--- src/rtl/avr_mem_arbiter_pkg.sv ---
// Shared types for the AVR memory arbiter: FSM states, bus owner encoding, default widths.
// Latency: n/a (types and constants only).
// Backpressure: n/a.
package avr_pkg;

    localparam int AVR_AW = 24;
    localparam int AVR_DW = 8;

    typedef enum logic [1:0] {
        ST_IDLE   = 2'd0,
        ST_ACCESS = 2'd1,
        ST_DONE   = 2'd2
    } state_t;

    typedef enum logic {
        OWN_A = 1'b0,
        OWN_B = 1'b1
    } owner_t;

    // Chooses the next bus owner; only meaningful when at least one request is high.
    // Under contention, fixed priority gives A the bus, otherwise whoever was not served last wins.
    function automatic owner_t pick_winner(input logic a_req, input logic b_req,
                                           input logic a_pri, input owner_t last);
        owner_t win;
        if (a_req && !b_req) begin
            win = OWN_A;
        end else if (b_req && !a_req) begin
            win = OWN_B;
        end else if (a_pri) begin
            win = OWN_A;
        end else begin
            win = (last == OWN_B) ? OWN_A : OWN_B;
        end
        return win;
    endfunction

endpackage

--- src/rtl/avr_mem_arbiter_if.sv ---
// Requester channel and memory-slave channel bundles used by the AVR memory arbiter.
// Latency: n/a (wiring only).
// Backpressure: requester holds req until ack; arbiter holds mem req until mem ack.
interface avr_req_if #(
    parameter int AW = 24,
    parameter int DW = 8
);
    logic          req;
    logic          we;
    logic [AW-1:0] addr;
    logic [DW-1:0] wdata;
    logic          ack;
    logic [DW-1:0] rdata;

    modport master (output req, we, addr, wdata, input ack, rdata);
    modport slave  (input req, we, addr, wdata, output ack, rdata);
endinterface

interface avr_mem_if #(
    parameter int AW = 24,
    parameter int DW = 8
);
    logic          req;
    logic          we;
    logic [AW-1:0] addr;
    logic [DW-1:0] wdata;
    logic [DW-1:0] rdata;
    logic          ack;

    modport master (output req, we, addr, wdata, input rdata, ack);
    modport slave  (input req, we, addr, wdata, output rdata, ack);
endinterface

--- src/rtl/avr_mem_arbiter_timer.sv ---
// Clear/enable cycle counter; tc_o flags the enabled cycle that reaches LIMIT counts.
// Latency: tc_o is combinational on the current count and enable.
// Backpressure: none; clr_i has priority over en_i.
module avr_arb_timer #(
    parameter int LIMIT = 255
) (
    input  logic clk,
    input  logic rst,
    input  logic clr_i,
    input  logic en_i,
    output logic tc_o
);

    localparam int CW = (LIMIT < 2) ? 1 : $clog2(LIMIT);

    logic [CW-1:0] cnt_q;
    logic [CW-1:0] cnt_d;

    // The LIMIT-th enabled cycle is the terminal one, so compare against LIMIT-1.
    assign tc_o = en_i && (cnt_q == CW'(LIMIT - 1));

    // Next count: clear wins, otherwise advance while enabled.
    always_comb begin
        cnt_d = cnt_q;
        if (clr_i) begin
            cnt_d = '0;
        end else if (en_i) begin
            cnt_d = cnt_q + 1'b1;
        end
    end

    // Count register.
    always_ff @(posedge clk or posedge rst) begin
        if (rst) begin
            cnt_q <= '0;
        end else begin
            cnt_q <= cnt_d;
        end
    end

endmodule

--- src/rtl/avr_mem_arbiter.sv ---
// Two-master arbiter (AVR port A, on-chip master B) onto one byte-wide memory bus; optional AVR_ARB_TIMEOUT_EN.
// Latency: req->mem_req 1 cycle, mem_ack->requester ack 1 cycle (2 cycles minimum), 2 idle cycles between accesses.
// Backpressure: requesters hold req until their ack; losers wait, never dropped; r_n_b_o low while A waits.
module avr_mem_arbiter
    import avr_pkg::*;
#(
    parameter int AW         = AVR_AW,
    parameter int DW         = AVR_DW,
    parameter int A_PRIORITY = 0,
    parameter int TIMEOUT    = 255
) (
    input  logic       clk,
    input  logic       rst,
    avr_req_if.slave   a_if,
    avr_req_if.slave   b_if,
    avr_mem_if.master  mem_if,
    output logic       r_n_b_o
);

    state_t        state_q,     state_d;
    owner_t        owner_q,     owner_d;
    owner_t        last_q,      last_d;
    logic          mem_we_q,    mem_we_d;
    logic [AW-1:0] mem_addr_q,  mem_addr_d;
    logic [DW-1:0] mem_wdata_q, mem_wdata_d;
    logic [DW-1:0] a_rdata_q,   a_rdata_d;
    logic [DW-1:0] b_rdata_q,   b_rdata_d;
    logic          r_n_b_q,     r_n_b_d;

    logic          timeout_hit;
    logic          a_ack_now;
    logic          b_ack_now;
    logic [DW-1:0] rd_val;

`ifdef AVR_ARB_TIMEOUT_EN
    logic tmr_tc;

    // Counts ACCESS cycles without a slave ack; held clear whenever the bus is idle.
    avr_arb_timer #(
        .LIMIT (TIMEOUT)
    ) u_timer (
        .clk   (clk),
        .rst   (rst),
        .clr_i (state_q == ST_IDLE),
        .en_i  ((state_q == ST_ACCESS) && !mem_if.ack),
        .tc_o  (tmr_tc)
    );

    assign timeout_hit = tmr_tc;
`else
    assign timeout_hit = 1'b0;
`endif

    assign a_ack_now = (state_q == ST_DONE) && (owner_q == OWN_A);
    assign b_ack_now = (state_q == ST_DONE) && (owner_q == OWN_B);

    // A real ack returns slave data; a forced completion reads back all-ones.
    assign rd_val = mem_if.ack ? mem_if.rdata : {DW{1'b1}};

    // Next-state and datapath updates for the IDLE -> ACCESS -> DONE cycle.
    always_comb begin
        state_d     = state_q;
        owner_d     = owner_q;
        last_d      = last_q;
        mem_we_d    = mem_we_q;
        mem_addr_d  = mem_addr_q;
        mem_wdata_d = mem_wdata_q;
        a_rdata_d   = a_rdata_q;
        b_rdata_d   = b_rdata_q;

        case (state_q)
            ST_IDLE: begin
                if (a_if.req || b_if.req) begin
                    owner_d = pick_winner(a_if.req, b_if.req, (A_PRIORITY != 0), last_q);
                    if (owner_d == OWN_A) begin
                        mem_we_d    = a_if.we;
                        mem_addr_d  = a_if.addr;
                        mem_wdata_d = a_if.wdata;
                    end else begin
                        mem_we_d    = b_if.we;
                        mem_addr_d  = b_if.addr;
                        mem_wdata_d = b_if.wdata;
                    end
                    state_d = ST_ACCESS;
                end
            end
            ST_ACCESS: begin
                if (mem_if.ack || timeout_hit) begin
                    state_d = ST_DONE;
                    if (!mem_we_q) begin
                        if (owner_q == OWN_A) begin
                            a_rdata_d = rd_val;
                        end else begin
                            b_rdata_d = rd_val;
                        end
                    end
                end
            end
            ST_DONE: begin
                last_d  = owner_q;
                state_d = ST_IDLE;
            end
            default: begin
                state_d = ST_IDLE;
            end
        endcase
    end

    // Ready/busy: raise as A's access completes, drop while A is requesting outside its ack cycle.
    always_comb begin
        r_n_b_d = r_n_b_q;
        if ((state_q == ST_ACCESS) && (state_d == ST_DONE) && (owner_q == OWN_A)) begin
            r_n_b_d = 1'b1;
        end else if (a_if.req && !a_ack_now) begin
            r_n_b_d = 1'b0;
        end
    end

    // State and datapath registers; reset abandons any access in flight.
    always_ff @(posedge clk or posedge rst) begin
        if (rst) begin
            state_q     <= ST_IDLE;
            owner_q     <= OWN_A;
            last_q      <= OWN_B;
            mem_we_q    <= 1'b0;
            mem_addr_q  <= '0;
            mem_wdata_q <= '0;
            a_rdata_q   <= '0;
            b_rdata_q   <= '0;
            r_n_b_q     <= 1'b1;
        end else begin
            state_q     <= state_d;
            owner_q     <= owner_d;
            last_q      <= last_d;
            mem_we_q    <= mem_we_d;
            mem_addr_q  <= mem_addr_d;
            mem_wdata_q <= mem_wdata_d;
            a_rdata_q   <= a_rdata_d;
            b_rdata_q   <= b_rdata_d;
            r_n_b_q     <= r_n_b_d;
        end
    end

    assign mem_if.req   = (state_q == ST_ACCESS);
    assign mem_if.we    = mem_we_q;
    assign mem_if.addr  = mem_addr_q;
    assign mem_if.wdata = mem_wdata_q;

    assign a_if.ack   = a_ack_now;
    assign a_if.rdata = a_rdata_q;
    assign b_if.ack   = b_ack_now;
    assign b_if.rdata = b_rdata_q;

    assign r_n_b_o = r_n_b_q;

endmodule
--- src/flat_wrapper.sv ---
// flat-port wrapper written by rule: the top's interface ports become plain ports
module avr_mem_arbiter_flat import avr_pkg::*;
#(
    parameter int AW         = AVR_AW,
    parameter int DW         = AVR_DW,
    parameter int A_PRIORITY = 0,
    parameter int TIMEOUT    = 255
)
  (clk, rst, r_n_b_o, a_if_req, a_if_we, a_if_addr, a_if_wdata, a_if_ack, a_if_rdata, b_if_req, b_if_we, b_if_addr, b_if_wdata, b_if_ack, b_if_rdata, mem_if_req, mem_if_we, mem_if_addr, mem_if_wdata, mem_if_rdata, mem_if_ack);
  avr_req_if #(.AW(AW), .DW(DW)) a_if_i ();
  avr_req_if #(.AW(AW), .DW(DW)) b_if_i ();
  avr_mem_if #(.AW(AW), .DW(DW)) mem_if_i ();
  input  logic clk;
  input  logic rst;
  output logic r_n_b_o;
  input wire logic [$bits(a_if_i.req)-1:0] a_if_req;
  input wire logic [$bits(a_if_i.we)-1:0] a_if_we;
  input wire logic [$bits(a_if_i.addr)-1:0] a_if_addr;
  input wire logic [$bits(a_if_i.wdata)-1:0] a_if_wdata;
  output wire logic [$bits(a_if_i.ack)-1:0] a_if_ack;
  output wire logic [$bits(a_if_i.rdata)-1:0] a_if_rdata;
  input wire logic [$bits(b_if_i.req)-1:0] b_if_req;
  input wire logic [$bits(b_if_i.we)-1:0] b_if_we;
  input wire logic [$bits(b_if_i.addr)-1:0] b_if_addr;
  input wire logic [$bits(b_if_i.wdata)-1:0] b_if_wdata;
  output wire logic [$bits(b_if_i.ack)-1:0] b_if_ack;
  output wire logic [$bits(b_if_i.rdata)-1:0] b_if_rdata;
  output wire logic [$bits(mem_if_i.req)-1:0] mem_if_req;
  output wire logic [$bits(mem_if_i.we)-1:0] mem_if_we;
  output wire logic [$bits(mem_if_i.addr)-1:0] mem_if_addr;
  output wire logic [$bits(mem_if_i.wdata)-1:0] mem_if_wdata;
  input wire logic [$bits(mem_if_i.rdata)-1:0] mem_if_rdata;
  input wire logic [$bits(mem_if_i.ack)-1:0] mem_if_ack;
  assign a_if_i.req = a_if_req;
  assign a_if_i.we = a_if_we;
  assign a_if_i.addr = a_if_addr;
  assign a_if_i.wdata = a_if_wdata;
  assign a_if_ack = a_if_i.ack;
  assign a_if_rdata = a_if_i.rdata;
  assign b_if_i.req = b_if_req;
  assign b_if_i.we = b_if_we;
  assign b_if_i.addr = b_if_addr;
  assign b_if_i.wdata = b_if_wdata;
  assign b_if_ack = b_if_i.ack;
  assign b_if_rdata = b_if_i.rdata;
  assign mem_if_req = mem_if_i.req;
  assign mem_if_we = mem_if_i.we;
  assign mem_if_addr = mem_if_i.addr;
  assign mem_if_wdata = mem_if_i.wdata;
  assign mem_if_i.rdata = mem_if_rdata;
  assign mem_if_i.ack = mem_if_ack;
  avr_mem_arbiter #(.AW(AW), .DW(DW), .A_PRIORITY(A_PRIORITY), .TIMEOUT(TIMEOUT)) u_core (.clk(clk), .rst(rst), .a_if(a_if_i), .b_if(b_if_i), .mem_if(mem_if_i), .r_n_b_o(r_n_b_o));
endmodule
--- config.mk ---
export PLATFORM = sky130hd
export DESIGN_NAME = avr_mem_arbiter_flat
export DESIGN_NICKNAME = d
export VERILOG_FILES = /design/src/rtl/avr_mem_arbiter_pkg.sv /design/src/rtl/avr_mem_arbiter_if.sv /design/src/rtl/avr_mem_arbiter_timer.sv /design/src/rtl/avr_mem_arbiter.sv /design/src/flat_wrapper.sv
export SDC_FILE = /design/constraint.sdc
export NUM_CORES = 1
export LEC_CHECK = 0
export CORE_MARGIN = 2
export CORE_UTILIZATION = 33
export DETAILED_ROUTE_END_ITERATION = 8
export HOLD_SLACK_MARGIN = 0.1
export PLACE_DENSITY = 0.7
export SYNTH_ARGS = -nofsm -noshare
export SYNTH_HDL_FRONTEND = slang
export SYNTH_SLANG_ARGS = --single-unit
--- constraint.sdc ---
create_clock -name clk -period 3.6 [get_ports clk]
set_input_delay 0.54 -clock clk [delete_from_list [all_inputs] [get_ports clk]]
set_output_delay 0.54 -clock clk [all_outputs]
set_load 0.01 [all_outputs]
==> results.md, run 1 <==
- Routed WL per cell: 15.7 um
- Post-DP HPWL: ~5100 um
- Synth area leaders: dfrtp_1 (51%), nand3b_1 (9.6%), a31oi_1 (8.0%)
- Initial Utilization: 33.6%
- Sum Neg Setup Slack: 0 ns
- Yosys cell types: 23
- GP Congestion: ~0.8
- Ys Warns: 0
- Power Density: 749 mW/mm2
- Sequential share of power: 36.1%
- Post-synth net total: approximately 330
- Via density: about 5
- Minimum clock period after layout: roughly 2.2 ns
- Asr flop ratio synth: between 90% and 100%
- Worst-Margin Slew: about 1.1 ns
- Vias: roughly 2400
- Max IR drop VDD: roughly 0.00026 V
- CTS Buffer Depth: 2
- Detail Route Antenna Nets: 0
- Hold Vio Cnt, Final: 0
- Combinational Power Share: just over 50%
- Fillers: about 700
- Initial antenna violation count: 0
- Syn Inst Count: 250
- PostCTS Resize Cnt: 0
- Post-synth EDFFs: 0
- Hold-fix buffers, CTS: 0
- Layout cells sized above 1: 10.1%
- Fin crit share: 61.5%
- Post-Syn Area: approximately 0.0026 mm2
- Reg2reg setup slack: 1.70 ns
- Largest net degree at the start of global routing: 68
- Clock Skews: 0.00683 ns
- Commonest cells post-synth: dfrtp_1 (52), o21ai_0 (35), a21oi_1 (33), a31oi_1 (33), nand3b_1 (33)
- Vias in the first global route: 2422
- IO Count: 132
- Crit end category: register
- Nets: 446
- Num rows: 32
- Post-synthesis sequential area ratio: 52.6%
- Setup WS pre-CTS: 1.09 ns
- Setup Fix Bufs, Post-CTS: 0
- Count of final max-slew check failures: 0
- Setup ws final: 1.39 ns
- H-tree depth: 2
- Top-count cell post-synth: dfrtp_1
- Final core occ: 53.2%
- Synth Register Bits: 54
- CTS clock-pin slew for the worst setup and hold paths: approximately 0.090 ns
- Remaining DRCs: 0
- Drt pass-1 iters: 4
- Final Cell Area: 0.00407 mm2
- NetSw: 1.06 mW
- Final setup viols: 0
- # clock sinks: 54
- Synthesized area per cell: between 10 and 15 um2
- Critical path class: input port to register
- Pint: 1.99 mW
- Normalized max-slew margin: 29.0%
- Worst-Skew Late Latency: 0.30 ns
- Switching Share: around a third
- DIE AREA: 0.00852 mm2
- CP Max Fanout: 67
- DRT iter0 DRCs: 77
- RSZ-0062 raised after global routing: no
- Critical Path RT: 3.83 ns
- Synth area leader: dfrtp_1
- Area share of the largest cell type after synthesis: 50.6%
- Max Cap Viol: 0
- Die Y: 92.3 um
- Tot GR Track Use: between 10% and 20%
- # diodes: 0
- CP Launch Type: input port
- CTS tree: done
- Outcome: complete, no violations
- WHS: 0.514 ns
- CP Data Arrival Time: 2.44 ns
- Leak: 1.54 nW
- Global route total overflow: 0
- Routed WL: between 7000 and 8000 um
- PortBufs: 131
- Worst min-delay path class: register to register
- Max Clk Rate: 0.452 GHz
- Synth-to-layout area growth: 58.2%
- CTS buffer count: 5
- Die width: approximately 90 um
- Global-route wire length before repair: 11800 um
- CTS Root Cell: clkbuf_8
- Clock Power Share: between 10% and 20%
- Placed cell areas: 0.00396 mm2
- Core area: about 0.0076 mm2
- Post-synth top flop: dfrtp_1
## layer usage
layer	vias up	GRT usage, %	part of all wire (%)	wire [um]
met3	10	3.99	6.6	490
met1	1148	23.1	45	3290
met4	0	4.23	1.3	93
li1	1156	-	-	-
met2	98	28.7	48	3520
met5	-	0	0	0
## layout by cell type, fill, tap and decap left out
cell type / synthesis / routed
nor4b_4: 1 / 1
nor2_4: 0 / 1
clkinvlp_4: 0 / 1
a21o_1: 2 / 2
clkbuf_1: 18 / 1
clkdlybuf4s50_1: 0 / 131
a32o_1: 1 / 1
inv_1: 3 / 2
nor2_2: 0 / 1
dfrtp_1: 52 / 52
inv_2: 0 / 1
a21bo_2: 1 / 1
or2_2: 1 / 1
nor2b_1: 1 / 1
and2_1: 2 / 2
o211ai_1: 1 / 1
clkbuf_8: 0 / 5
dfstp_2: 2 / 2
a31oi_1: 33 / 33
nand4b_1: 1 / 1
buf_4: 0 / 5
bufinv_16: 0 / 1
a21oi_1: 33 / 33
mux2_2: 16 / 16
nor2_1: 4 / 2
nand3b_1: 33 / 33
nand2b_1: 1 / 1
a21boi_2: 0 / 1
o21ai_0: 35 / 35
## through the flow
stage,cells,power [mW]
floorplan,250,1.84
global placement,462,2.64
detailed placement,462,2.67
CTS,470,3.08
global route,470,3.27
finish,470,3.05
## final timing paths
path                                                  start                                  to  cells past startpoint
max reg2reg                     u_core.state_q[0]$_DFF_PP0_  u_core.mem_if.wdata[5]$_DFFE_PP0P_                      5
min                        u_core.b_if.rdata[0]$_DFFE_PP0P_    u_core.b_if.rdata[0]$_DFFE_PP0P_                      1
min in group asynchronous                               rst    u_core.b_if.rdata[4]$_DFFE_PP0P_                      2
max                                                a_if_req   u_core.mem_if.addr[4]$_DFFE_PP0P_                      4
max in group asynchronous                               rst    u_core.a_if.rdata[1]$_DFFE_PP0P_                      3
min reg2reg                u_core.b_if.rdata[0]$_DFFE_PP0P_    u_core.b_if.rdata[0]$_DFFE_PP0P_                      1
## state kept, by name, indices dropped and copies added, names as in the netlist
| name | count |
|---|---|
| u_core.b_if.rdata | 8 |
| u_core.state_q | 2 |
| u_core.mem_if.addr | 24 |
| u_core.r_n_b_o | 1 |
| u_core.last_q | 1 |
| u_core.owner_q | 1 |
| u_core.mem_if.wdata | 8 |
| u_core.a_if.rdata | 8 |
| u_core.mem_if.we | 1 |
## critical path, cell delays in order
cell,delay (ns)
clkdlybuf4s50_1,0.53
nor2_4,0.86
o21ai_0,0.27
a31oi_1,0.20
## area by class of cell
type	count	area, um2	share of cell area, %
clock buffers	6	72.6	1.78
clock inverters	2	37.5	0.923
inverters	3	11.3	0.277
multi-input cells	167	1120	27.5
flip-flops and latches	54	1350	33.3
well taps	102	128	3.14
repair buffers	136	1350	33.1
## cells by family (layout without fill, tap and decap cells)
logic type	Yosys count	in the layout	synth area share [%]
AOI/OAI and AO/OA	107	107	23.2
DFF	54	54	52.6
and+or+nand+nor	44	44	12.7
buffers and inverters	29	147	4.47
muxes	16	16	7.00
## power by group through the flow
stage / clock network (mW) / logic (mW) / registers (mW)
2_1_floorplan: 0 / 0.618 / 1.22
6_report: 0.404 / 1.54 / 1.10
4_1_cts: 0.415 / 1.56 / 1.10
3_3_place_gp: 0 / 1.53 / 1.10
3_5_place_dp: 0 / 1.56 / 1.11
5_1_grt: 0.443 / 1.68 / 1.14
No activity file was read; power rests on OpenSTA's default activity.
==> inputs of run 2 (changes only) <==
==> constraint.sdc (replaced) <==
create_clock -name clk -period 2.1 [get_ports clk]
set_input_delay 0.315 -clock clk [delete_from_list [all_inputs] [get_ports clk]]
set_output_delay 0.315 -clock clk [all_outputs]
set_load 0.01 [all_outputs]
==> results.md, run 2 (synthesis results as in run 1) <==
- Routed WL per cell: 15.4 um
- Worst-Margin Slew: 0.439 ns
- CP Data Arrival Time: 1.64 ns
- Worst-Skew Late Latency: ~0.30 ns
- Global route total overflow: 0
- Hold-fix buffers, CTS: 0
- Max Cap Viol: 0
- CTS Root Cell: clkbuf_8
- NetSw: between 1.5 and 2 mW
- Switching Share: 35.4%
- Clock Power Share: 11.0%
- Global-route wire length before repair: 12000 um
- Crit end category: primary output
- Register area: 0.00136 mm2
- Critical path class: register to primary output
- Die width: 92.3 um
- Initial antenna violation count: 0
- Leak: 1.57 nW
- IO Count: 132
- Tot GR Track Use: between 10% and 20%
- CP Max Fanout: 6
- Combinational Power Share: 52.5%
- Vias in the first global route: 2438
- Max IR drop VDD: 0.000367 V
- Critical Path RT: 1.78 ns
- Sum Neg Setup Slack: 0 ns
- Area occupied by multi-input gates: 0.00112 mm2
- Pint: 3.36 mW
- Minimum clock period after layout: 1.96 ns
- Num rows: 32
- Via density: 5.12
- Power Density: 1250 mW/mm2
- Fin crit share: 93.1%
- Die Y: 92.3 um
- Clock Skews: around 0.0041 ns
- CTS Buffer Depth: 2
- Routed WL: 7330 um
- H-tree depth: 2
- CP Launch Type: register
- # clock sinks: 54
- DIE AREA: 0.00852 mm2
- Normalized max-slew margin: 70.7%
- RSZ-0062 raised after global routing: no
- Fin cells: 475
- CTS tree: done
- Nets: 451
- Sequential share of power: ~37%
- Layout cells sized above 1: 12.1%
- # diodes: 0
- Placed Cells: approximately 470
- Outcome: complete, no violations
- Count of final max-slew check failures: 0
- Max Clk Rate: between 0.5 and 0.6 GHz
- Synth-to-layout area growth: 61.4%
- Most frequent cells in the layout: clkdlybuf4s50_1 (131), dfrtp_1 (51), o21ai_0 (35)
- Final setup viols: 0
- Crit path from: u_core.state_q[1]$_DFF_PP0_
- CTS clock-pin slew for the worst setup and hold paths: roughly 0.1 ns
- Initial Utilization: 33.6%
- PortBufs: 131
- Worst min-delay path class: input port to async pin
- Detail Route Antenna Nets: 0
- Max reg flops: 24
- Largest net degree at the start of global routing: 68
- Remaining DRCs: 0
- Fillers: 691
- Post-DP HPWL: 5200 um
- Drt pass-1 iters: 4
- Hold Vio Cnt, Final: 0
- WHS: 0.322 ns
- R2r startpoint: u_core.state_q[1]$_DFF_PP0_
- Core area: 0.00765 mm2
- GP Congestion: 0.725
- CTS buffer count: 5
- Commonest non-fill, non-tap cell in the layout: clkdlybuf4s50_1
- DRT iter0 DRCs: 98
- Vias: 2433
==> run 2: power by group through the flow <==
stage | Combinational (mW) | Sequential (mW) | Clock [mW]
floorplan | 1.06 | 2.09 | 0
global placement | 2.71 | 1.89 | 0
detailed placement | 2.76 | 1.92 | 0
CTS | 2.77 | 1.90 | 0.603
global route | 2.98 | 1.98 | 0.654
finish | 2.73 | 1.90 | 0.573
==> run 2: layer usage <==
| metal | wire (um) | track usage [%] | vias to the layer above |
|---|---|---|---|
| li1 | - | - | 1167 |
| met4 | 74 | 4.23 | 0 |
| met5 | 0 | 0 | - |
| met1 | 3140 | 22.8 | 1165 |
| met3 | 479 | 4.07 | 8 |
| met2 | 3630 | 29.2 | 93 |
==> run 2: worst paths after layout <==
kind | slack, ns | cells after the start | to
worst max register to register | 0.46 | 4 | u_core.a_if.rdata[3]$_DFFE_PP0P_
max in group asynchronous | 1.17 | 3 | u_core.r_n_b_o$_DFFE_PP1P_
worst min-delay path | 0.32 | 2 | u_core.b_if.rdata[1]$_DFFE_PP0P_
min in group clk | 0.51 | 1 | u_core.b_if.rdata[1]$_DFFE_PP0P_
worst max-delay path | 0.14 | 2 | mem_if_req
worst min register to register | 0.51 | 1 | u_core.b_if.rdata[1]$_DFFE_PP0P_
==> run 2: final cells by class <==
type	instances	share of cell area [%]
tap	102	3.07
inverter	3	0.271
timing repair buffer	141	34.9
clock inverter	3	0.512
multi-input combinational	167	27.0
sequential	54	32.6
clock buffer	5	1.66
==> run 2: what timing repair did <==
action	CTS	global route
endpoints found under the setup margin	0	1
resized for setup	0	2
setup buffers	0	0
==> run 2: critical path, cell delays in order, from the launching register on <==
cell and delay [ns]:
dfrtp_1 0.41, nor2b_1 0.31, clkdlybuf4s50_1 0.62
==> run 2: through the flow <==
| step | util (%) | instance area [um2] | power [mW] | setup slack, ns |
|---|---|---|---|---|
| after floorplan | - | 2570 | 3.15 | 0.474 |
| after global placement | 53.1 | 4060 | 4.60 | 0.282 |
| after detailed placement | 53.1 | 4060 | 4.68 | 0.246 |
| after CTS | 54.3 | 4150 | 5.27 | 0.0923 |
| after global routing | 54.3 | 4150 | 5.61 | 0.0426 |
| final | 54.3 | 4150 | 5.20 | 0.145 |
